<file path="src/rtl/picture_pad_pkg.sv">
// Shared definitions for the LCD picture padder and the Ethernet-side cropper:
// raster geometry, RGB565 colours and the per-pixel source-select encoding.
package picture_pad_pkg;

   // Both ends of the DDR frame buffer must agree on this geometry.
   localparam int GEO_H_TOTAL = 800;
   localparam int GEO_V_TOTAL = 480;
   localparam int GEO_X_START = 160;
   localparam int GEO_X_END   = 640;
   localparam int GEO_Y_START = 104;
   localparam int GEO_Y_END   = 376;

   localparam int PIX_CNT_W = 11;

   localparam logic [15:0] RGB565_BLACK = 16'h0000;
   localparam logic [15:0] RGB565_RED   = 16'hF800;

   typedef enum logic [1:0] {
      SRC_BORDER = 2'd0,
      SRC_FIFO   = 2'd1,
      SRC_UNDER  = 2'd2
   } src_sel_t;

endpackage

</file>
<file path="src/rtl/picture_pad_raster_cnt.sv">
// Raster x/y position counter: advances in raster order, wraps at the line and
// frame ends, and can be synchronously cleared in the same cycle as an advance.
module raster_cnt
   import picture_pad_pkg::*;
#(
   parameter int X_TOTAL = GEO_H_TOTAL,
   parameter int Y_TOTAL = GEO_V_TOTAL,
   parameter int CNT_W   = PIX_CNT_W
) (
   input  logic             clk,
   input  logic             rst_n,
   input  logic             clr,
   input  logic             adv,
   output logic [CNT_W-1:0] cntx,
   output logic [CNT_W-1:0] cnty
);

   localparam logic [CNT_W-1:0] X_LAST = CNT_W'(X_TOTAL - 1);
   localparam logic [CNT_W-1:0] Y_LAST = CNT_W'(Y_TOTAL - 1);

   // A clear coinciding with an advance counts the cleared position as consumed.
   logic [CNT_W-1:0] x_base;
   logic [CNT_W-1:0] y_base;

   assign x_base = clr ? '0 : cntx;
   assign y_base = clr ? '0 : cnty;

   always_ff @(posedge clk or negedge rst_n) begin
      if (!rst_n) begin
         cntx <= '0;
         cnty <= '0;
      end else if (adv) begin
         if (x_base == X_LAST) begin
            cntx <= '0;
            cnty <= (y_base == Y_LAST) ? '0 : y_base + 1'b1;
         end else begin
            cntx <= x_base + 1'b1;
            cnty <= y_base;
         end
      end else if (clr) begin
         cntx <= '0;
         cnty <= '0;
      end
   end

endmodule

</file>
<file path="src/rtl/picture_pad.sv">
// Rebuilds the full LCD raster from the centred picture in the DDR read FIFO:
// window pixels come from the FIFO, everything else is a constant border colour.
module picture_pad
   import picture_pad_pkg::*;
#(
   parameter int          H_TOTAL      = GEO_H_TOTAL,
   parameter int          V_TOTAL      = GEO_V_TOTAL,
   parameter int          X_START      = GEO_X_START,
   parameter int          X_END        = GEO_X_END,
   parameter int          Y_START      = GEO_Y_START,
   parameter int          Y_END        = GEO_Y_END,
   parameter logic [15:0] BORDER_COLOR = RGB565_BLACK,
   parameter logic [15:0] UNDER_COLOR  = RGB565_RED
) (
   input  logic        lcd_clk,
   input  logic        sys_rst_n,
   input  logic        frame_start,
   input  logic        pixel_req,
   output logic        fifo_rd_en,
   input  logic [15:0] fifo_rd_data,
   input  logic        fifo_empty,
   output logic [15:0] pixel_data,
   output logic        pixel_vld,
   output logic [10:0] pixel_cntx,
   output logic [10:0] pixel_cnty,
   output logic        underflow,
   output logic [15:0] miss_cnt
);

   localparam logic ST_IDLE   = 1'b0;
   localparam logic ST_ACTIVE = 1'b1;

   localparam logic [10:0] X_LO = 11'(X_START);
   localparam logic [10:0] X_HI = 11'(X_END);
   localparam logic [10:0] Y_LO = 11'(Y_START);
   localparam logic [10:0] Y_HI = 11'(Y_END);

   function automatic logic [15:0] sat_inc16(input logic [15:0] v);
      return (v == 16'hFFFF) ? v : v + 16'd1;
   endfunction

   logic        state;
   logic [10:0] x_p0;
   logic [10:0] y_p0;
   logic        in_win_p0;
   src_sel_t    src_sel_p0;
   src_sel_t    src_sel_p1;
   logic        vld_p1;

   raster_cnt #(
      .X_TOTAL (H_TOTAL),
      .Y_TOTAL (V_TOTAL),
      .CNT_W   (11)
   ) u_raster_cnt (
      .clk   (lcd_clk),
      .rst_n (sys_rst_n),
      .clr   (frame_start),
      .adv   (pixel_req),
      .cntx  (pixel_cntx),
      .cnty  (pixel_cnty)
   );

   // --- p0: request cycle; a frame_start request is always pixel (0,0)
   assign x_p0      = frame_start ? '0 : pixel_cntx;
   assign y_p0      = frame_start ? '0 : pixel_cnty;
   assign in_win_p0 = (x_p0 >= X_LO) && (x_p0 < X_HI) && (y_p0 >= Y_LO) && (y_p0 < Y_HI);

   always_comb begin
      src_sel_p0 = SRC_BORDER;
      if ((state == ST_ACTIVE) && in_win_p0)
         src_sel_p0 = fifo_empty ? SRC_UNDER : SRC_FIFO;
   end

   assign fifo_rd_en = pixel_req && (src_sel_p0 == SRC_FIFO);

   always_ff @(posedge lcd_clk or negedge sys_rst_n) begin
      if (!sys_rst_n) begin
         state      <= ST_IDLE;
         src_sel_p1 <= SRC_BORDER;
         vld_p1     <= 1'b0;
         underflow  <= 1'b0;
         miss_cnt   <= '0;
      end else begin
         if (frame_start)
            state <= ST_ACTIVE;
         src_sel_p1 <= pixel_req ? src_sel_p0 : SRC_BORDER;
         vld_p1     <= pixel_req;
         if (frame_start) begin
            underflow <= 1'b0;
            miss_cnt  <= '0;
         end else if (pixel_req && (src_sel_p0 == SRC_UNDER)) begin
            underflow <= 1'b1;
            miss_cnt  <= sat_inc16(miss_cnt);
         end
      end
   end

   // --- p1: output pixel; FIFO data arrives this cycle from the p0 read
   always_comb begin
      case (src_sel_p1)
         SRC_FIFO:  pixel_data = fifo_rd_data;
         SRC_UNDER: pixel_data = UNDER_COLOR;
         default:   pixel_data = BORDER_COLOR;
      endcase
   end

   assign pixel_vld = vld_p1;

endmodule

</file>
<file path="config.mk">
export PLATFORM = sky130hd
export DESIGN_NAME = picture_pad
export DESIGN_NICKNAME = d
export VERILOG_FILES = /design/src/rtl/picture_pad_pkg.sv /design/src/rtl/picture_pad_raster_cnt.sv /design/src/rtl/picture_pad.sv
export SDC_FILE = /design/constraint.sdc
export NUM_CORES = 1
export LEC_CHECK = 0
export ABC_CLOCK_PERIOD_IN_PS = 3090
export CAP_MARGIN = 20
export CELL_PAD_IN_SITES_DETAIL_PLACEMENT = 2
export CELL_PAD_IN_SITES_GLOBAL_PLACEMENT = 2
export CORE_MARGIN = 4
export CORE_UTILIZATION = 30
export CTS_CLUSTER_SIZE = 20
export DETAILED_ROUTE_END_ITERATION = 7
export GPL_TIMING_DRIVEN = 0
export HOLD_SLACK_MARGIN = 0.05
export PLACE_DENSITY_LB_ADDON = 0.1
export SLEW_MARGIN = 20
export SYNTH_ARGS = -nofsm -noshare
export SYNTH_HDL_FRONTEND = slang
export SYNTH_SLANG_ARGS = --single-unit
</file>
<file path="constraint.sdc">
create_clock -name lcd_clk -period 3.09 [get_ports lcd_clk]
set_input_delay 0.7725 -clock lcd_clk [delete_from_list [all_inputs] [get_ports lcd_clk]]
set_output_delay 0.7725 -clock lcd_clk [all_outputs]
set_load 0.05 [all_outputs]
</file>
Yosys cells after proc, flatten, opt, wreduce, memory -nomap -nowiden
Cells that the tools add are included.

Flip-flop bits (word level): 43. Input port bits: 21. Output and inout port bits: 57. Word-level logic and storage cells: 46.

Add/subtract/negate cells: 3. $lt $le $gt $ge: 4. Equality and inequality tests: 8. Mux-type cells: 16. Reduce and logical (&&, ||, !) cells: 8.

Operators by type and width (count): $mux 11 (7); $mux 16 (3); $pmux 16 s2 (1); $add 11x1->11 const B (2); $add 16x1->16 const B (1); $eq 16x16->1 const B (1); $eq 11x10->1 const B (1); $eq 11x9->1 const B (1); $ge 11x7->1 const B (1); $ge 11x8->1 const B (1); $lt 11x10->1 const B (1); $lt 11x9->1 const B (1); $logic_and 1x1->1 (6); $mux 2 (3); $eq 2x1->1 const B (2); $eq 2x2->1 const B (2); $mux 1 (2); $ne 2x2->1 const B (1); $reduce_and 2->1 (1); $reduce_bool 2->1 (1).

Longest topological paths before layout
Gate-level depths: netlist of run 1.

Depth in word-level cells: 11. Depth in mapped cells: 12. Gate-level depth less buffers: 9.

Hierarchy
Synthesis of run 1 repeated with hierarchy kept, for this count alone.

Cells, all modules: 276. Area, all modules: 2542.4 µm².

By module, submodules not included: picture_pad (instances 1, cells each 148, area each 1296.2 µm², sequential area each 525.5 µm²); raster_cnt (instances 1, cells each 128, area each 1246.2 µm², sequential area each 550.5 µm²).

Least setup slack after synthesis of run 1
OpenSTA, ideal clock, no wires.

Kind: input port to output port. From: input port frame_start. To: output port fifo_rd_en. Arrival: 2.718 ns. Required time: 2.318 ns. Path slack: -0.401 ns. Cell stages on the path: 4. Buffers on the path: 0. Cells stage by stage: or4_4 > a211oi_4 > nand2_1 > nor3_1.

Cells in the longest elaborated chain, start to end: 9. Elaborated cells on any way between the ends: 13. Those cells by class: order compare (4); eq/ne (1); mux (3); reduce/logical (5).

Ends and longest elaborated chain: start, declared (line picture_pad.sv:17) `input logic frame_start,`; $mux 11; $ge 11x8->1 / $lt 11x10->1 (equally long branches) (line picture_pad.sv:66) `assign in_win_p0 = (x_p0 >= X_LO) && (x_p0 < X_HI) && (y_p0 >= Y_LO) && (y_p0 < Y_HI);`; $logic_and 1x1->1 (2 in a row) (line picture_pad.sv:66); $logic_and 1x1->1 * (line picture_pad.sv:66); $logic_and 1x1->1 * (line picture_pad.sv:70) `if ((state == ST_ACTIVE) && in_win_p0)`; $mux 2 * (line picture_pad.sv:70); $eq 2x1->1 * (line picture_pad.sv:74) `assign fifo_rd_en = pixel_req && (src_sel_p0 == SRC_FIFO);`; $logic_and 1x1->1 * (line picture_pad.sv:74); end, declared (line picture_pad.sv:19) `output logic fifo_rd_en,`.

Every way passes the cells marked *; elsewhere a longest branch is shown, timed or not.

Final worst setup path of run 1
From: input port fifo_rd_data[11]. To: output port pixel_data[11].

Cells in the longest elaborated chain, start to end: 1.

Ends and longest elaborated chain: start, declared (line picture_pad.sv:20) `input logic [15:0] fifo_rd_data,`; $pmux 16 s2 (line picture_pad.sv:100) `case (src_sel_p1)`; end, declared (line picture_pad.sv:22) `output logic [15:0] pixel_data,`.

No other way between the ends.

==> results of run 1 <==
[placed cells by master, fill, tap and decap left out, types with 4 or more instances in the layout]
cell type / synthesis / final
a21oi_1: 10 / 10
and2_1: 14 / 14
and3_1: 7 / 7
and4_1: 4 / 4
buf_2: 4 / 5
clkbuf_1: 8 / 5
clkbuf_2: 0 / 11
clkbuf_8: 0 / 8
clkdlybuf4s50_1: 0 / 63
dfrtp_1: 43 / 43
ha_1: 7 / 7
inv_1: 9 / 9
nand2_1: 23 / 23
nand3_1: 26 / 26
nand3b_1: 4 / 4
nand4_1: 15 / 15
nor2_1: 22 / 22
nor2b_1: 8 / 8
nor3_1: 9 / 8
o211ai_1: 11 / 11
o21ai_0: 15 / 15
or3_1: 7 / 7
or4_1: 4 / 4
xnor2_1: 6 / 6
xor2_1: 5 / 5
[critical path, stage by stage]
cell	delay [ns]
clkdlybuf4s50_1	0.46
a21oi_1	0.06
nor2_1	0.10
clkdlybuf4s50_1	0.82
[layout make-up]
cell class	instances	area, µm²	area share
multi-input combinational	231	1490	0.405
sequential	43	1080	0.293
timing repair buffer	80	753	0.205
tap	108	135	0.0368
clock buffer	8	100	0.0272
buffer	12	78.8	0.0214
inverter	11	42.5	0.0116
[power breakdown]
| group | leakage, nW | internal, mW | switching [mW] | total (mW) |
|---|---|---|---|---|
| Clock | 0.0515 | 0.204 | 0.203 | 0.407 |
| Combinational | 0.867 | 0.0410 | 0.0600 | 0.101 |
| Sequential | 0.590 | 0.567 | 0.00482 | 0.572 |
[path summary, 6_finish.rpt]
path	startpoint	to	slack, ns	cells after the start
worst max-delay path	fifo_rd_data[11]	pixel_data[11]	0.10	4
worst min register to register	state	state	0.50	1
max in group asynchronous	sys_rst_n	u_raster_cnt.cntx[7]	2.09	2
worst min-delay path	sys_rst_n	miss_cnt[5]	0.48	1
min in group lcd_clk	state	state	0.50	1
worst max register to register	miss_cnt[0]	miss_cnt[11]	0.42	6
[logic make-up (layout without fill, tap and decap cells)]
family          count (synthesis)  in the layout  synth area share
flops                          43             43             0.406
buf+inv                        24            111            0.0387
compound gates                 52             52             0.133
fa+ha+maj                       7              7            0.0331
xor+xnor                       11             11            0.0364
mux                             2              2           0.00803
simple gates                  159            159             0.344
[routing by layer]
layer	global-route usage	wire length [µm]
met4	0.0363	89
met5	0	0
met1	0.233	4130
met3	0.0266	220
met2	0.360	5170
[timing repair]
| action | in CTS | in global routing |
|---|---|---|
| setup endpoints to repair | 32 | 10 |
| resized for setup | 40 | 14 |
| pin swaps | 3 | 0 |
| setup buffers | 2 | 0 |
[per-stage QoR]
step	hold WS [ns]	utilization	power (mW)	TNS [ns]	worst slack, ns
6_report	0.478	0.426	1.08	0	0.102
5_1_grt	0.504	0.426	1.13	0	0.00189
4_1_cts	0.491	0.431	1.11	0	0.00177
3_5_place_dp	0.467	0.415	0.685	-30.11	-1.51
3_3_place_gp	0.451	0.412	0.679	-33.96	-1.53
2_1_floorplan	0.437	-	0.620	0	0.0250
[synth_stat cells (2+ instances only)]
cell type,count,area [µm²]
clkinv_1,2,7.51
a31oi_1,2,12.5
o21ai_0,15,75.1
o21a_1,2,15.0
or4_1,4,30.0
dfrtp_1,43,1080
nand4_1,15,93.8
nor4_2,2,25.0
and4_1,4,35.0
or2_2,2,12.5
nor3_1,9,45.0
clkbuf_1,8,30.0
xor2_1,5,43.8
or3_1,7,43.8
nand2b_1,3,18.8
o211ai_1,11,82.6
and4b_1,2,20.0
nand3_1,26,130
nor2b_1,8,50.1
nor4_1,2,12.5
nor2_1,22,82.6
xnor2_1,6,52.6
inv_1,9,33.8
nand2_1,23,86.3
nand3b_1,4,30.0
a21oi_1,10,50.1
a311oi_1,2,17.5
and3_1,7,43.8
and2_1,14,87.6
buf_2,4,20.0
ha_1,7,87.6
[flip-flops by register name, indices dropped and copies added (netlist names)]
register and cells:
u_raster_cnt.cnty 11, src_sel_p1 2, u_raster_cnt.cntx 11, pixel_vld 1, state 1, miss_cnt 16
underflow 1
==> impl.org, run 1 <==
** Floorplan
- Width of the die :: 102 µm
- Die ar. :: 0.0104 mm²
- Standard-cell row count :: 34
- Num ports :: 78
- From bottom edge to top edge, the die measures 102 µm.
- Placeable Area :: 0.00864 mm²
- For this configuration, the core starts out at a cell density of 0.307.

** GRT
- After global routing the overflow that remains totals 0.
- Maximum number of pins on one net before global-route repair :: 23
- The first global-routing pass estimated between 15 and 20 mm of wire.
- For this run, the total global-route usage over all layers was measured as 0.192.
- The initial antenna violation count came to 0.
- Via count of the first global-routing pass :: 2934

** Synth
- Commonest register cell after synthesis :: dfrtp_1
- Synthesis instantiated 49 different standard cells from the library.
- Of all flip-flops after synthesis, the portion carrying an async set or reset was 1.00.
- Yosys printed 0 warnings.
- Number of enable-type register cells in the synthesized netlist :: 0
- Average cell area after synthesis :: about 9 µm²
- The number of nets handed over by synthesis was 326.
- Summing every instance area after synthesis gives around 0.0026 mm².
- In the synthesized netlist, the number of instances is 298.
- In this run, synthesis produced a sequential element count of 43.
- Of the synthesized area, sequential elements account for 0.406.

** Setup path
- Startpoint class of the critical path :: input pin
- STA puts the critical path data required time at 2.32 ns.
- STA puts the critical path data arrival time at 2.22 ns.
- By startpoint and endpoint, the worst setup path is classified as in2out.
- STA classifies the critical path endpoint as an output pin.
- Worst-path fanout max :: 1

** Drt
- After detailed routing, the average wire length per cell comes to 19.5 µm.
- Dividing the detail-routed via count by the number of cells gives ~5.5.
- The first routing iteration left 50 violations.
- For this block, the routed nets add up to 9.61 mm of wire.
- Total vias in the final route :: approximately 2.7k
- Before antenna repair, the detailed router went through 4 iterations.
- The count of nets left with antenna violations once routing finished came out at 0.
- After detailed routing, the number of remaining DRC violations is 0.

** Clocking
- In this run the clock root is driven by a clkbuf_8.
- Clock tree from TritonCTS :: built
- Inserted Clock Buffers :: 5
- Reg clk slew, reported paths :: 0.09 ns
- H-tree levels :: 2
- Clock net sink count :: 43
- Cts hold-fix bufs :: 0
- In this run the deepest clock path goes through 2 buffers.
- Clock insertion delay at the later pin of the skew report :: 0.30 ns

** Cells and area
- The finished cells cover 0.00368 mm².
- The repair_antennas step left the layout with diodes totalling 0.
- Synthesis-to-finish area growth :: 38.8%
- Layout Nets :: ~400
- Fraction of final layout cells sized beyond drive strength 1 :: 0.114
- FILL cells :: just under 1k
- Post-route non-filler standard cell count :: 493

** Placement
- Standard cell area after detailed placement :: between 0.003 and 0.004 mm²
- Quantity of I/O buffers inserted on ports :: 77
- Placer's final routability congestion estimate :: 0.788
- Post-DP HPWL :: approximately 7.1 mm
- In this run, placement finished with an instance count of 484.

** Timing
- Measured against its own limit, the worst slew margin works out to 0.584.
- On the final layout, the worst clock skew is 0.00729 ns.
- Setup repair after global routing left no endpoint under its margin.
- Setup violations remaining at the end of the flow were counted as 0.
- Period utilization :: 0.967
- After layout, the minimum clock period comes to around 3.0 ns.
- Max-slew violation count :: 0
- The number of hold violations in the final report was 0.
- Max frequency :: 335 MHz
- Worst Tran Pin Value :: 0.623 ns

** Hold path
- The tightest min-delay check is of the in2async type.

** Job
- Max-cap violations in this run came to 0.

** Power and ir drop
- Power spread over the standard cell area amounts to 294 mW/mm².
- Summed over all cells, the static leakage comes to 1.51 nW.
- Peak supply drop :: 157 µV

** Run status
- Result of the run :: completed
Power figures use the tool's default switching activity.
==> inputs of run 2 (changes only) <==
Settings changed: CORE_UTILIZATION 30 to 31, CTS_BUF_LIST set to sky130_fd_sc_hd__clkbuf_8, CTS_CLUSTER_SIZE 20 to unset, PLACE_DENSITY set to 0.94, PLACE_DENSITY_LB_ADDON 0.1 to unset.
==> run 2 against run 1 <==
Sequential cell count stayed put. Register-to-register slack hardly changed. Routed wire length is 3.7% higher. First-iteration DRC count is 56% higher. Largest cell class unchanged. Critical path type unchanged.
==> impl.org, run 2 (synthesized netlist as in run 1, its figures left out) <==
** Cells and area
- Top library cells by usage in the layout, fill and taps aside :: 62 x clkdlybuf4s50_1, 43 x dfrtp_1, 26 x nand3_1
- Most common cell after layout, fill and taps aside :: clkdlybuf4s50_1
- Counting the fill cells in the layout gives ~930.
- Layout Nets :: 413
- Biggest registers after layout :: miss_cnt: 16 flops, u_raster_cnt.cntx: 11 flops, u_raster_cnt.cnty: 11 flops
- Fin area :: between 0.003 and 0.004 mm²
- The register with the most flip-flops in the final layout is miss_cnt.
- Synthesis-to-finish area growth :: 40.4%
- Flip-flop count of the largest register after layout :: 16
- Of the cells placed in the final design, the portion with a size suffix greater than 1 is 0.122.
- Diode insertion count for antenna repair :: 0

** Timing
- Least setup slack across all paths after layout :: ~0.045 ns
- The number of hold violations in the final report came to 0.
- Setup repair after global routing left no endpoint under its margin.
- Of the available clock period, the critical path in the final layout requires 0.985.
- The smallest clock period supported by the final layout is computed as 3.04 ns.
- Summed over all failing endpoints, the final setup total negative slack is 0 ns.
- The worst pin sits at a relative slew slack of 0.574.
- The clock arrives with between 0.008 and 0.009 ns of skew.
- Hold timing on the final database bottoms out at a slack of ~0.46 ns.
- Static timing analysis puts the maximum clock frequency at between 300 and 400 MHz.
- Worst Tran Pin Value :: 0.634 ns
- Setup violators final :: 0
- The number of max-slew violations in the final report is 0.

** Power and ir drop
- LEAKAGE :: about 1.5 nW
- Of the total power, the share spent switching nets is 0.263.
- Power dissipated by switching net loads :: 282 µW
- The share of total power dissipated in the clock network is 0.372.
- Of the total power, registers draw 0.534.
- Combinational Power Share :: 0.094
- The internal power of the cells totals 790 µW.
- Power per standard cell area :: 288 mW/mm²
- Peak supply drop :: 154 µV

** Setup path
- The startpoint identified for the worst register-to-register timing path is miss_cnt[1].
- For the worst flop-to-flop path, the logic depth is 6.
- Data arrival, critical path :: approximately 2.3 ns
- The setup check on the worst reg-to-reg path leaves a slack of roughly 0.43 ns.
- In this run the worst path has a maximum fanout of 1.
- For this run, the slowest stage of the critical path takes 0.82 ns.
- Counting both buffers and inverters, the worst setup path holds a total of 2.
- Critical R2R Capture :: miss_cnt[0]
- Crit path max-delay family :: buffers and inverters
- The slowest stage of the critical path is the clkdlybuf4s50_1 cell.
- Critical-path cell list :: clkdlybuf4s50_1, a21oi_1, nor2_1, clkdlybuf4s50_1
- Counting stages on the worst path, the most repeated cell is clkdlybuf4s50_1.
- Crit path capture type :: output pin
- Type of the worst setup path :: in2out
- Startpoint class of the critical path :: input pin
- At the worst endpoint, the required time is 2.32 ns.

** Drt
- DRC Markers :: 0
- Dividing the detail-routed wire length by the instance count gives 20.3 µm.
- For this run, the detailed router's first-pass iteration total came to 4.
- The first routing iteration left 78 violations.
- Using the TritonRoute via totals, the vias-per-cell ratio works out to 5.61.
- Total routed wirelength :: around 10 mm
- For this block, the via count after detailed routing is 2753.
- Remaining antenna violation count :: 0

** GRT
- The first global-routing pass estimated ~16 mm of wire.
- Summed over all layers, the global routing overflow is 0.
- Maximum number of pins on one net before global-route repair :: 24
- The initial antenna violation count is 0.
- Via count of the first global-routing pass :: between 3k and 4k
- Global Route Usage Sum :: 0.207

** Floorplan
- For this design the top-level I/O count stands at 78.
- Die ar. :: 0.0101 mm²
- Initial core utilization :: 0.321
- The floorplan step defined a core boundary enclosing 0.00826 mm².
- Standard-cell row count :: 33
- Width of the die :: roughly 100 µm
- Die height :: 100 µm

** Placement
- Standard cell area after detailed placement :: 0.00358 mm²
- During placement, the flow inserted port buffers numbering 77.
- Setup WS pre-CTS :: -1.53 ns
- Placer's final routability congestion estimate :: 0.753
- Once detailed placement completed, the half-perimeter wirelength came to 7.45 mm.

** Clocking
- Reg clk slew, reported paths :: 0.09 ns
- Clock net sink count :: 43
- Clock tree from TritonCTS :: built
- The H-tree generated during clock tree synthesis spans 2 levels.
- The number of hold buffers added after CTS was 0.
- Clock insertion delay at the later pin of the skew report :: 0.30 ns
- The clock passes through at most 2 buffers.
- The number of clock buffers added by TritonCTS is 5.
- The root buffer cell chosen for the clock tree is clkbuf_8.

** Job
- # Max-Cap Violations :: 0

** Run status
- The run finished with clean final reports.

** Hold path
- Classification of the worst-slack hold path :: in2async
## run 2: routing by layer
| layer | GRT usage | up-vias | part of all wire |
|---|---|---|---|
| met5 | 0 | - | 0 |
| met4 | 0.0466 | 0 | 0.011 |
| met3 | 0.0271 | 9 | 0.031 |
| met2 | 0.378 | 58 | 0.54 |
| met1 | 0.258 | 1419 | 0.42 |
| li1 | - | 1267 | - |
## run 2: how the worst max path moves through the flow
| stage | start | endpoint | slack [ns] | cells past startpoint |
|---|---|---|---|---|
| 2_1_floorplan | frame_start | fifo_rd_en | 0.03 | 4 |
| 3_3_place_gp | frame_start | u_raster_cnt.cnty[9] | -1.38 | 13 |
| 3_5_place_dp | frame_start | u_raster_cnt.cnty[0] | -1.53 | 12 |
| 4_1_cts | src_sel_p1[0] | pixel_data[8] | 0.007 | 6 |
| 5_1_grt | fifo_rd_data[13] | pixel_data[13] | 0.003 | 4 |
| 6_report | fifo_rd_data[13] | pixel_data[13] | 0.05 | 4 |
## run 2: worst reg2reg max path: stages, from the launching register on
cell      delay (ns)
dfrtp_1         0.43
ha_1            0.28
nand4_1         0.18
nor4_2          0.64
clkbuf_1        0.51
o21ai_0         0.27
o21ai_0         0.25
## run 2: power by group through the flow
stage | Combinational (mW) | Sequential (mW) | Clock (mW)
5_1_grt | 0.109 | 0.573 | 0.443
4_1_cts | 0.102 | 0.572 | 0.416
6_report | 0.101 | 0.572 | 0.399
2_1_floorplan | 0.0205 | 0.599 | 0
3_3_place_gp | 0.0951 | 0.583 | 0
3_5_place_dp | 0.101 | 0.583 | 0
## run 2: through the flow
stage,power [mW],utilization,instances
floorplan,0.620,-,298
global placement,0.678,0.431,480
detailed placement,0.685,0.433,481
CTS,1.09,0.451,491
global route,1.12,0.450,491
finish,1.07,0.450,491
## run 2: cell type report
class,count,area [µm²],share of cell area
Clock inverter,2,16.3,0.00437
Multi-Input combinational cell,231,1490,0.401
Clock buffer,6,82.6,0.0222
Inverter,11,42.5,0.0114
Buffer,12,72.6,0.0195
Tap cell,105,131,0.0353
Timing Repair Buffer,81,807,0.217
Sequential cell,43,1080,0.289
## run 2: repair_timing
action                     4_1_cts  5_1_grt
setup buffers                    3        0
setup endpoints to repair       32       15
pin swaps                        3        1
gates resized for setup         49        7
gates cloned                     0        0
